<file path="src/rtl/mastermind_pkg.sv">
// Shared definitions for the Mastermind game controller: board geometry,
// colour codes, FSM state encoding and a secret/row validity helper.
// Optional feature macro used by the controller: MASTERMIND_FEEDBACK_EN.
package mastermind_pkg;

    localparam int COLS      = 4;
    localparam int ROWS      = 6;
    localparam int SLOT_BITS = 3;
    localparam int ROW_BITS  = COLS * SLOT_BITS;
    localparam int FB_BITS   = 2 * SLOT_BITS;

    localparam logic [2:0] COLOR_EMPTY = 3'd0;
    localparam logic [2:0] COLOR_FIRST = 3'd1;
    localparam logic [2:0] COLOR_LAST  = 3'd6;

    typedef enum logic [2:0] {
        ST_IDLE,
        ST_INPUT,
        ST_CHECK,
        ST_WIN,
        ST_LOSE
    } state_t;

    // True when every slot of a 4-slot code holds a colour (no empty slot).
    function automatic logic codeValid(input logic [ROW_BITS-1:0] code);
        logic ok;
        ok = 1'b1;
        for (int c = 0; c < COLS; c++) begin
            if (code[c*SLOT_BITS +: SLOT_BITS] == COLOR_EMPTY) begin
                ok = 1'b0;
            end
        end
        return ok;
    endfunction

endpackage

</file>
<file path="src/rtl/mastermind_score.sv">
// Purely combinational Mastermind scorer: black = exact position matches,
// white = colour matches in the wrong position.
module mastermind_score
    import mastermind_pkg::*;
(
    input  logic [ROW_BITS-1:0] guess_i,
    input  logic [ROW_BITS-1:0] secret_i,
    output logic [2:0]          black_o,
    output logic [2:0]          white_o
);

    logic [2:0] blackCnt;
    logic [2:0] matchCnt;
    logic [2:0] guessCnt;
    logic [2:0] secretCnt;

    // Count exact hits, then total colour overlap via per-colour minimum counts.
    always_comb begin
        blackCnt  = '0;
        matchCnt  = '0;
        guessCnt  = '0;
        secretCnt = '0;
        for (int c = 0; c < COLS; c++) begin
            if (guess_i[c*SLOT_BITS +: SLOT_BITS] == secret_i[c*SLOT_BITS +: SLOT_BITS]) begin
                blackCnt = blackCnt + 3'd1;
            end
        end
        for (int k = 1; k <= 6; k++) begin
            guessCnt  = '0;
            secretCnt = '0;
            for (int c = 0; c < COLS; c++) begin
                if (guess_i[c*SLOT_BITS +: SLOT_BITS] == 3'(k)) begin
                    guessCnt = guessCnt + 3'd1;
                end
                if (secret_i[c*SLOT_BITS +: SLOT_BITS] == 3'(k)) begin
                    secretCnt = secretCnt + 3'd1;
                end
            end
            matchCnt = matchCnt + ((guessCnt < secretCnt) ? guessCnt : secretCnt);
        end
        black_o = blackCnt;
        white_o = matchCnt - blackCnt;
    end

endmodule

</file>
<file path="src/rtl/mastermind_game_ctrl.sv">
// Mastermind game controller: cursor/colour editing of the active guess row,
// one-cycle scoring in CHECK, win/lose detection after six rows.
// Define MASTERMIND_FEEDBACK_EN to drive per-row black/white feedback;
// without it feedback_flat stays zero and only the all-black test is used.
module mastermind_game_ctrl
    import mastermind_pkg::*;
(
    input  logic        clk,
    input  logic        reset,
    input  logic        start,
    input  logic [11:0] secret_code,
    input  logic        btn_left,
    input  logic        btn_right,
    input  logic        btn_color,
    input  logic        btn_place,
    input  logic        btn_submit,
    output logic [71:0] matrix_flat,
    output logic [2:0]  guess_num,
    output logic [1:0]  cursor_index,
    output logic [2:0]  current_color,
    output logic        q_Input,
    output logic [35:0] feedback_flat,
    output logic        win,
    output logic        lose
);

    state_t      state_q, state_d;
    logic [71:0] matrix_q, matrix_d;
    logic [35:0] feedback_q, feedback_d;
    logic [11:0] secret_q, secret_d;
    logic [2:0]  guess_q, guess_d;
    logic [1:0]  cursor_q, cursor_d;
    logic [2:0]  color_q, color_d;
    logic        input_q, win_q, lose_q;

    logic [6:0]  rowBase;
    logic [6:0]  slotBase;
    logic [11:0] activeRow;
    logic        rowFull;
    logic [2:0]  black;
    logic [2:0]  white;
    logic        allBlack;

    assign rowBase   = {4'd0, guess_q} * 7'd12;
    assign slotBase  = rowBase + ({5'd0, cursor_q} * 7'd3);
    assign activeRow = matrix_q[rowBase +: ROW_BITS];
    assign rowFull   = codeValid(activeRow);

    mastermind_score u_score (
        .guess_i  (activeRow),
        .secret_i (secret_q),
        .black_o  (black),
        .white_o  (white)
    );

    assign allBlack = (black == 3'd4);

`ifdef MASTERMIND_FEEDBACK_EN
    logic [5:0] fbBase;
    assign fbBase = {3'd0, guess_q} * 6'd6;
`else
    logic unusedWhite;
    assign unusedWhite = ^white;
`endif

    // Next-state and datapath update: a valid start overrides everything,
    // otherwise the current state decides which button (if any) takes effect.
    always_comb begin
        state_d    = state_q;
        matrix_d   = matrix_q;
        feedback_d = feedback_q;
        secret_d   = secret_q;
        guess_d    = guess_q;
        cursor_d   = cursor_q;
        color_d    = color_q;
        if (start && codeValid(secret_code)) begin
            state_d    = ST_INPUT;
            matrix_d   = '0;
            feedback_d = '0;
            secret_d   = secret_code;
            guess_d    = '0;
            cursor_d   = '0;
            color_d    = COLOR_FIRST;
        end else begin
            case (state_q)
                ST_INPUT: begin
                    if (btn_submit) begin
                        if (rowFull) begin
                            state_d = ST_CHECK;
                        end
                    end else if (btn_place) begin
                        matrix_d[slotBase +: SLOT_BITS] = color_q;
                    end else if (btn_color) begin
                        color_d = (color_q == COLOR_LAST) ? COLOR_FIRST : color_q + 3'd1;
                    end else if (btn_left && !btn_right) begin
                        cursor_d = cursor_q - 2'd1;
                    end else if (btn_right && !btn_left) begin
                        cursor_d = cursor_q + 2'd1;
                    end
                end
                ST_CHECK: begin
`ifdef MASTERMIND_FEEDBACK_EN
                    feedback_d[fbBase +: FB_BITS] = {black, white};
`endif
                    if (allBlack) begin
                        state_d = ST_WIN;
                    end else if (guess_q == 3'(ROWS - 1)) begin
                        state_d = ST_LOSE;
                    end else begin
                        guess_d  = guess_q + 3'd1;
                        cursor_d = '0;
                        color_d  = COLOR_FIRST;
                        state_d  = ST_INPUT;
                    end
                end
                default: begin
                end
            endcase
        end
    end

    // State, board and status flags; reset wins over any pending score.
    always_ff @(posedge clk) begin
        if (reset) begin
            state_q    <= ST_IDLE;
            matrix_q   <= '0;
            feedback_q <= '0;
            secret_q   <= '0;
            guess_q    <= '0;
            cursor_q   <= '0;
            color_q    <= COLOR_FIRST;
            input_q    <= 1'b0;
            win_q      <= 1'b0;
            lose_q     <= 1'b0;
        end else begin
            state_q    <= state_d;
            matrix_q   <= matrix_d;
            feedback_q <= feedback_d;
            secret_q   <= secret_d;
            guess_q    <= guess_d;
            cursor_q   <= cursor_d;
            color_q    <= color_d;
            input_q    <= (state_d == ST_INPUT);
            win_q      <= (state_d == ST_WIN);
            lose_q     <= (state_d == ST_LOSE);
        end
    end

    assign matrix_flat   = matrix_q;
    assign feedback_flat = feedback_q;
    assign guess_num     = guess_q;
    assign cursor_index  = cursor_q;
    assign current_color = color_q;
    assign q_Input       = input_q;
    assign win           = win_q;
    assign lose          = lose_q;

endmodule

</file>
<file path="config.mk">
export PLATFORM = sky130hd
export DESIGN_NAME = mastermind_game_ctrl
export DESIGN_NICKNAME = d
export VERILOG_FILES = /design/src/rtl/mastermind_pkg.sv /design/src/rtl/mastermind_score.sv /design/src/rtl/mastermind_game_ctrl.sv
export SDC_FILE = /design/constraint.sdc
export NUM_CORES = 1
export LEC_CHECK = 0
export ABC_AREA = 1
export ABC_CLOCK_PERIOD_IN_PS = 4400
export CAP_MARGIN = 20
export CORE_ASPECT_RATIO = 0.7
export CORE_UTILIZATION = 40
export DETAILED_ROUTE_END_ITERATION = 8
export PLACE_DENSITY = 0.77
export SYNTH_ARGS = -nofsm -noshare
export SYNTH_HDL_FRONTEND = slang
export SYNTH_SLANG_ARGS = --single-unit
</file>
<file path="constraint.sdc">
create_clock -name clk -period 4.4 [get_ports clk]
set_input_delay 0.44 -clock clk [delete_from_list [all_inputs] [get_ports clk]]
set_output_delay 0.44 -clock clk [all_outputs]
set_load 0.02 [all_outputs]
</file>
==> metrics.txt, run 1 <==
Rel. slew slack 0.3569; CP Launch Type flip-flop; IO Count 139; Worst path max stage delay 0.56 ns; slowest CP cell nor2_2; GRT overflow 0; Hold-fix buffers, CTS 0; GRT Util Overall 0.2799; Initial Util 0.4143; Max Cap Viol 0; Cells after DPL 1285; Post-CTS Resized 0; crit path time final 3.869 ns; root buffer cell clkbuf_16; clock sink total 98; Reg2Reg Capture Point current_color[1]; leading area contributor after synthesis dfxtp_1; Seq/Total Area, Yosys 0.3027; H-tree depth 3; DIE AREA 0.01672 mm^2; RR Startpoint guess_num[2]; RSZ-0062 raised after global routing no; initial antenna violation count 0; Nets 1131; DRC Markers 0; Main synth FF type dfxtp_1; Layout Cells excl Fill 1300; CP most frequent cell nand2_1; first-pass GRT wire length 35350 um; kind of critical path flip-flop to flip-flop; mean area per synthesized cell 6.468 um^2; pwr dens 357.7 mW/mm^2; post-CTS setup buffer count 0; Area growth syn-to-layout 21.72%; crit path capture type flip-flop; Critical Path RT 4.65 ns; outcome completed; Area after DPL 0.007572 mm^2; Die Y 108.5 um; critical path startpoint guess_num[2]; Hold/Removal Path Class flip-flop to flip-flop; Max Root-Sink Buffers 2; ANT cells 0; remaining antenna violation count 0; crit path to current_color[1]; Worst-path clk slew 0.07 ns; port bufs 102; async set-reset flop share out of synthesis 0; Worst-Skew Late Latency 0.36 ns; Post-Route Skew 0.01071 ns; reg2reg path depth 21; Detailed Place HPWL 17890 um; Max Fclk 258.4 MHz; Reg2Reg Setup Slack 0.53 ns; Avg WL per Cell 18.09 um; top post-synthesis cells by area dfxtp_1, nand2_1, nor2_1, inv_1, o21ai_0; largest net degree at the start of global routing 46; cell area after layout 0.007889 mm^2; count leader, synth nand2_1; WP data arrival 4.12 ns; # fillers 1539; final hold slack 0.4803 ns; core outline area 0.01564 mm^2; setup tns final 0 ns; CP max FO 14; Die Wd 154.1 um; final setup fails 0; first drt pass iteration count 7; warnings from Yosys 0; CTS Buf Count 9; Final Cycle Share 0.8794; Mapped Area 0.006481 mm^2; worst ir drop on vdd 0.0002057 V; crit-path cells inv_1 -> buf_4 -> nor2_2 -> o211ai_1 -> nand3b_1 -> nand2_1 -> nand3_1 -> inv_1 -> ha_1 -> nand4_1 -> nand2_1 -> inv_1 -> ha_1 -> nor2_1 -> nand2_1 -> nand2_1 -> nand3_1 -> nand3_1 -> nand2_1 -> inv_1 -> nor2_1; P_leak 0.003287 uW; CTS tree yes; share of cells above drive strength 1 0.06273; Initial DRC Count 923; via count 7262; Mapped Cells 1002; Post-synth EDFFs 0; Cell Rows 38; worst slew pin tran 0.9546 ns; fin. max-slew vios 0; Final Core Density 0.5043; Detailed Route WL 23520 um; commonest cells in the netlist nand2_1, nor2_1, inv_1; Yosys cell types 49; post-synth top area share 0.3027; number of global-route vias before repair 6215; Placer Congestion 1.079; number of synthesized register bits 98; drt via density 5.586; final hold vios 0
registers in the layout, summed over array words and instances, names as in the netlist:
register / flops
cursor_index: 2
state_q: 3
win: 1
q_Input: 1
secret_q: 12
matrix_flat: 72
guess_num: 3
current_color: 3
lose: 1
cell families after synthesis:
kind of cell | count (synthesis) | synth area share
AO/OA/AOI/OAI | 215 | 0.1890
XOR/XNOR | 8 | 0.01313
adder cells (fa/ha/maj) | 15 | 0.03127
buffers and inverters | 195 | 0.1411
flip-flops | 98 | 0.3027
other | 1 | 0.0005786
AND/OR/NAND/NOR | 470 | 0.3222
power by group:
group          leakage (uW)  switching (uW)  internal, uW
clock              0.000156             373           499
combinational       0.00234             738           269
sequential         0.000793            28.1           915
total               0.00329            1140          1680
critical path, delay by kind of cell (launching register included):
family | cells | cell delay, ns
flops | 1 | 0.54
fa+ha+maj | 2 | 0.59
buf+inv | 5 | 0.43
simple gates | 13 | 1.85
compound gates | 1 | 0.34
how the worst min path moves through the flow:
stage                  from           end  slack, ns  cells past startpoint
2_1_floorplan   secret_q[0]   secret_q[0]       0.44                      2
3_3_place_gp   secret_q[10]  secret_q[10]       0.46                      2
3_5_place_dp   secret_q[11]  secret_q[11]       0.47                      2
4_1_cts        secret_q[11]  secret_q[11]       0.48                      2
5_1_grt        secret_q[11]  secret_q[11]       0.50                      2
6_report       secret_q[11]  secret_q[11]       0.48                      2
cell usage in the layout, fill, tap and decap left out, types with 9 or more instances in the layout:
cell type        instances
nand2_1                210
nor2_1                 123
inv_1                  114
clkdlybuf4s50_1        102
dfxtp_1                 97
o21ai_0                 72
a21oi_1                 64
nand3_1                 50
nor3_1                  43
conb_1                  36
o211ai_1                17
o21ai_1                 17
a211oi_1                13
ha_1                    13
buf_4                   13
a31oi_1                 12
nor2_2                   9
nand3b_1                 9
clkbuf_16                9
area by class of cell:
class,count,area [um^2],share of cell area
clock inverters,6,91.34,0.01158
clock buffers,9,225.2,0.02855
flip-flops and latches,98,1963,0.2488
inverters,127,481.7,0.06106
multi-input cells,744,3739,0.4739
repair buffers,116,1139,0.1443
well taps,200,250.2,0.03172
through the flow:
step	total power, uW	setup slack, ns
after global placement	1923	0.7060
after CTS	2783	0.6163
final	2821	0.5307
after global routing	2947	0.1852
after floorplan	1657	0.9957
after detailed placement	1927	0.6276
metal layers:
| layer | up-vias | share of wire | GRT usage | routed length (um) |
|---|---|---|---|---|
| met1 | 3324 | 0.46 | 0.4166 | 10810 |
| met3 | 51 | 0.12 | 0.06413 | 2930 |
| met5 | - | 0 | 0 | 0 |
| li1 | 3412 | - | - | - |
| met2 | 475 | 0.39 | 0.3929 | 9268 |
| met4 | 0 | 0.022 | 0.08500 | 511 |
No activity file was read; power rests on OpenSTA's default activity.
==> run 2: changes to the inputs <==
--- a/config.mk
+++ b/config.mk
@@ -8,7 +8,6 @@
 export ABC_AREA = 1
 export ABC_CLOCK_PERIOD_IN_PS = 4400
 export CAP_MARGIN = 20
-export CORE_ASPECT_RATIO = 0.7
 export CORE_UTILIZATION = 40
 export DETAILED_ROUTE_END_ITERATION = 8
 export PLACE_DENSITY = 0.77
==> constraint.sdc (replaced) <==
create_clock -name clk -period 4.4 [get_ports clk]
set_input_delay 0.44 -clock clk [delete_from_list [all_inputs] [get_ports clk]]
set_output_delay 0.44 -clock clk [all_outputs]
set_load 0.05 [all_outputs]
==> run 2 against run 1 <==
Compared with the run above: clock skew decreased by 0.0026 ns; worst hold slack gained 0.0030 ns; critical path depth down 1; core utilization is 0.42 points lower; sequential cell count is the same; register-to-register slack better by 0.02 ns; critical endpoint is now guess_num[0]; highest routed layer unchanged.
==> metrics.txt, run 2 (synthesis results as in run 1) <==
outcome completed (unchanged); Hold-fix buffers, CTS 0 (unchanged); Post-CTS Resized 0 (unchanged); DRC Markers 0 (unchanged); post-CTS setup buffer count 0 (unchanged); final hold slack 0.4834 ns (was 0.4803 ns); root buffer cell clkbuf_16 (unchanged); Critical Path RT 4.69 ns (was 4.65 ns); Final Cycle Share 0.8739 (was 0.8794); most frequent cells in the layout nand2_1, nor2_1, inv_1, clkdlybuf4s50_1, dfxtp_1 (unchanged); CTS tree yes (unchanged); Nets 1131 (unchanged); RR Startpoint guess_num[2] (unchanged); worst slew pin tran 0.7991 ns (was 0.9546 ns); remaining antenna violation count 0 (unchanged); setup tns final 0 ns (unchanged); Worst-Skew Late Latency 0.36 ns (about the same); fin. max-slew vios 0 (unchanged); Worst-path clk slew 0.07 ns (about the same); final hold vios 0 (unchanged); Hold Path End matrix_flat[12] (was secret_q[11]); Detailed Place HPWL 16480 um (was 17890 um); Reg2Reg Setup Slack 0.55 ns (was 0.53 ns); Max Fclk 260.1 MHz (was 258.4 MHz); Multi-input gate area 0.003739 mm^2 (unchanged); IO Count 139 (unchanged); P_leak 0.003286 uW (was 0.003287 uW); Layout Cells excl Fill 1317 (was 1300); Initial DRC Count 787 (was 923); drt via density 5.332 (was 5.586); CTS Buf Count 9 (unchanged); CP max FO 14 (unchanged); GRT overflow 0 (unchanged); pwr dens 363.9 mW/mm^2 (was 357.7 mW/mm^2); share of cells above drive strength 1 0.06358 (was 0.06273); initial antenna violation count 0 (unchanged); Max Root-Sink Buffers 2 (unchanged); Cells after DPL 1301 (was 1285); core outline area 0.01583 mm^2 (was 0.01564 mm^2); Die Y 129.3 um (was 108.5 um); # fillers 1645 (was 1539); Cell Rows 46 (was 38); hold path start matrix_flat[12] (was secret_q[11]); Max Cap Viol 0 (unchanged); Post-Route Skew 0.008102 ns (was 0.01071 ns); GRT Util Overall 0.2635 (was 0.2799); crit path time final 3.845 ns (was 3.869 ns); cell area after layout 0.007915 mm^2 (was 0.007889 mm^2); H-tree depth 3 (unchanged); RSZ-0062 raised after global routing no (unchanged); Rel. slew slack 0.4644 (was 0.3569); number of global-route vias before repair 6387 (was 6215); reg2reg path depth 20 (was 21); Die Wd 129.3 um (was 154.1 um); Avg WL per Cell 16.40 um (was 18.09 um); Area growth syn-to-layout 22.12% (was 21.72%); WP data arrival 4.14 ns (was 4.12 ns); largest net degree at the start of global routing 47 (was 46); clock sink total 98 (unchanged); Detailed Route WL 21600 um (was 23520 um); via count 7022 (was 7262); DIE AREA 0.01672 mm^2 (about the same); port bufs 102 (unchanged); ANT cells 0 (unchanged); first-pass GRT wire length 33580 um (was 35350 um); crit path capture type flip-flop (unchanged); storage element area 0.001963 mm^2 (unchanged); kind of critical path flip-flop to flip-flop (unchanged); Area after DPL 0.007580 mm^2 (was 0.007572 mm^2); Final WS setup 0.5549 ns (was 0.5307 ns); CP Launch Type flip-flop (unchanged); WHS Path Cells 2 (unchanged); Hold/Removal Path Class flip-flop to flip-flop (unchanged); Initial Util 0.4095 (was 0.4143); commonest non-fill, non-tap cell in the layout nand2_1 (unchanged); Placement Setup Slack 0.5856 ns (was 0.6276 ns); first drt pass iteration count 6 (was 7); Placer Congestion 0.9639 (was 1.079); Reg2Reg Capture Point guess_num[0] (was current_color[1]); final setup fails 0 (unchanged); max FFs per register 72 (unchanged); worst ir drop on vdd 0.0002373 V (was 0.0002057 V)
## run 2: cell count changes in the layout (fill, tap and decap cells not counted)
cell,change
clkinvlp_4,+1
clkinv_2,-1
buf_4,+1
buf_12,-1
inv_6,+1
inv_8,+1
clkinv_4,-2
clkbuf_8,+1
## run 2: worst max-delay path by stage
stage / startpoint / end / depth (start not counted)
6_report: guess_num[2] / guess_num[0] / 20
5_1_grt: guess_num[2] / guess_num[0] / 20
4_1_cts: guess_num[2] / guess_num[0] / 20
3_5_place_dp: guess_num[2] / guess_num[0] / 20
3_3_place_gp: guess_num[2] / guess_num[0] / 20
2_1_floorplan: guess_num[1] / matrix_flat[66] / 18
## run 2: final cells by class
cell class	count	area share
clock inverter	6	0.01217
multi-input combinational	744	0.4723
inverter	127	0.06086
clock buffer	10	0.03019
tap	216	0.03414
sequential	98	0.2480
timing repair buffer	116	0.1423
## run 2: layer usage
metal | vias to the layer above | share of wire | track usage
met3 | 41 | 0.10 | 0.06565
met4 | 0 | 0.026 | 0.09481
met2 | 378 | 0.44 | 0.4039
met1 | 3184 | 0.43 | 0.3575
met5 | - | 0 | 0
li1 | 3419 | - | -
## run 2: power by group
group          total, uW  leakage, uW  internal (uW)  switching, uW
sequential           947     0.000793            915           32.0
combinational       1030      0.00233            266            768
clock                899     0.000162            522            377
## run 2: worst max-delay path: stages (launching register included)
cell	delay (ns)
dfxtp_1	0.53
inv_1	0.07
buf_4	0.20
nor2_2	0.50
o211ai_1	0.36
nand3b_1	0.19
nand2_1	0.06
nand3_1	0.11
inv_1	0.06
ha_1	0.31
nand4_1	0.16
nand2_1	0.09
inv_1	0.05
ha_1	0.28
nor2_1	0.10
nand2_1	0.06
nand2_1	0.11
nand2_1	0.13
nand2_1	0.17
o21ai_0	0.10
a21oi_1	0.13
## run 2: per-stage QoR
stage	total power (uW)	util
6_report	2880	0.5001
5_1_grt	3019	0.5001
4_1_cts	2871	0.5001
3_5_place_dp	1976	0.4789
3_3_place_gp	1967	0.4789
2_1_floorplan	1730	-
==> run 3: changes to the inputs <==
--- a/config.mk
+++ b/config.mk
@@ -6,7 +6,6 @@
 export NUM_CORES = 1
 export LEC_CHECK = 0
 export ABC_AREA = 1
-export ABC_CLOCK_PERIOD_IN_PS = 4400
 export CAP_MARGIN = 20
 export CORE_UTILIZATION = 40
 export DETAILED_ROUTE_END_ITERATION = 8
==> results of run 3 <==
No change in the layout: final DEF, timing and power equal those of run 2.
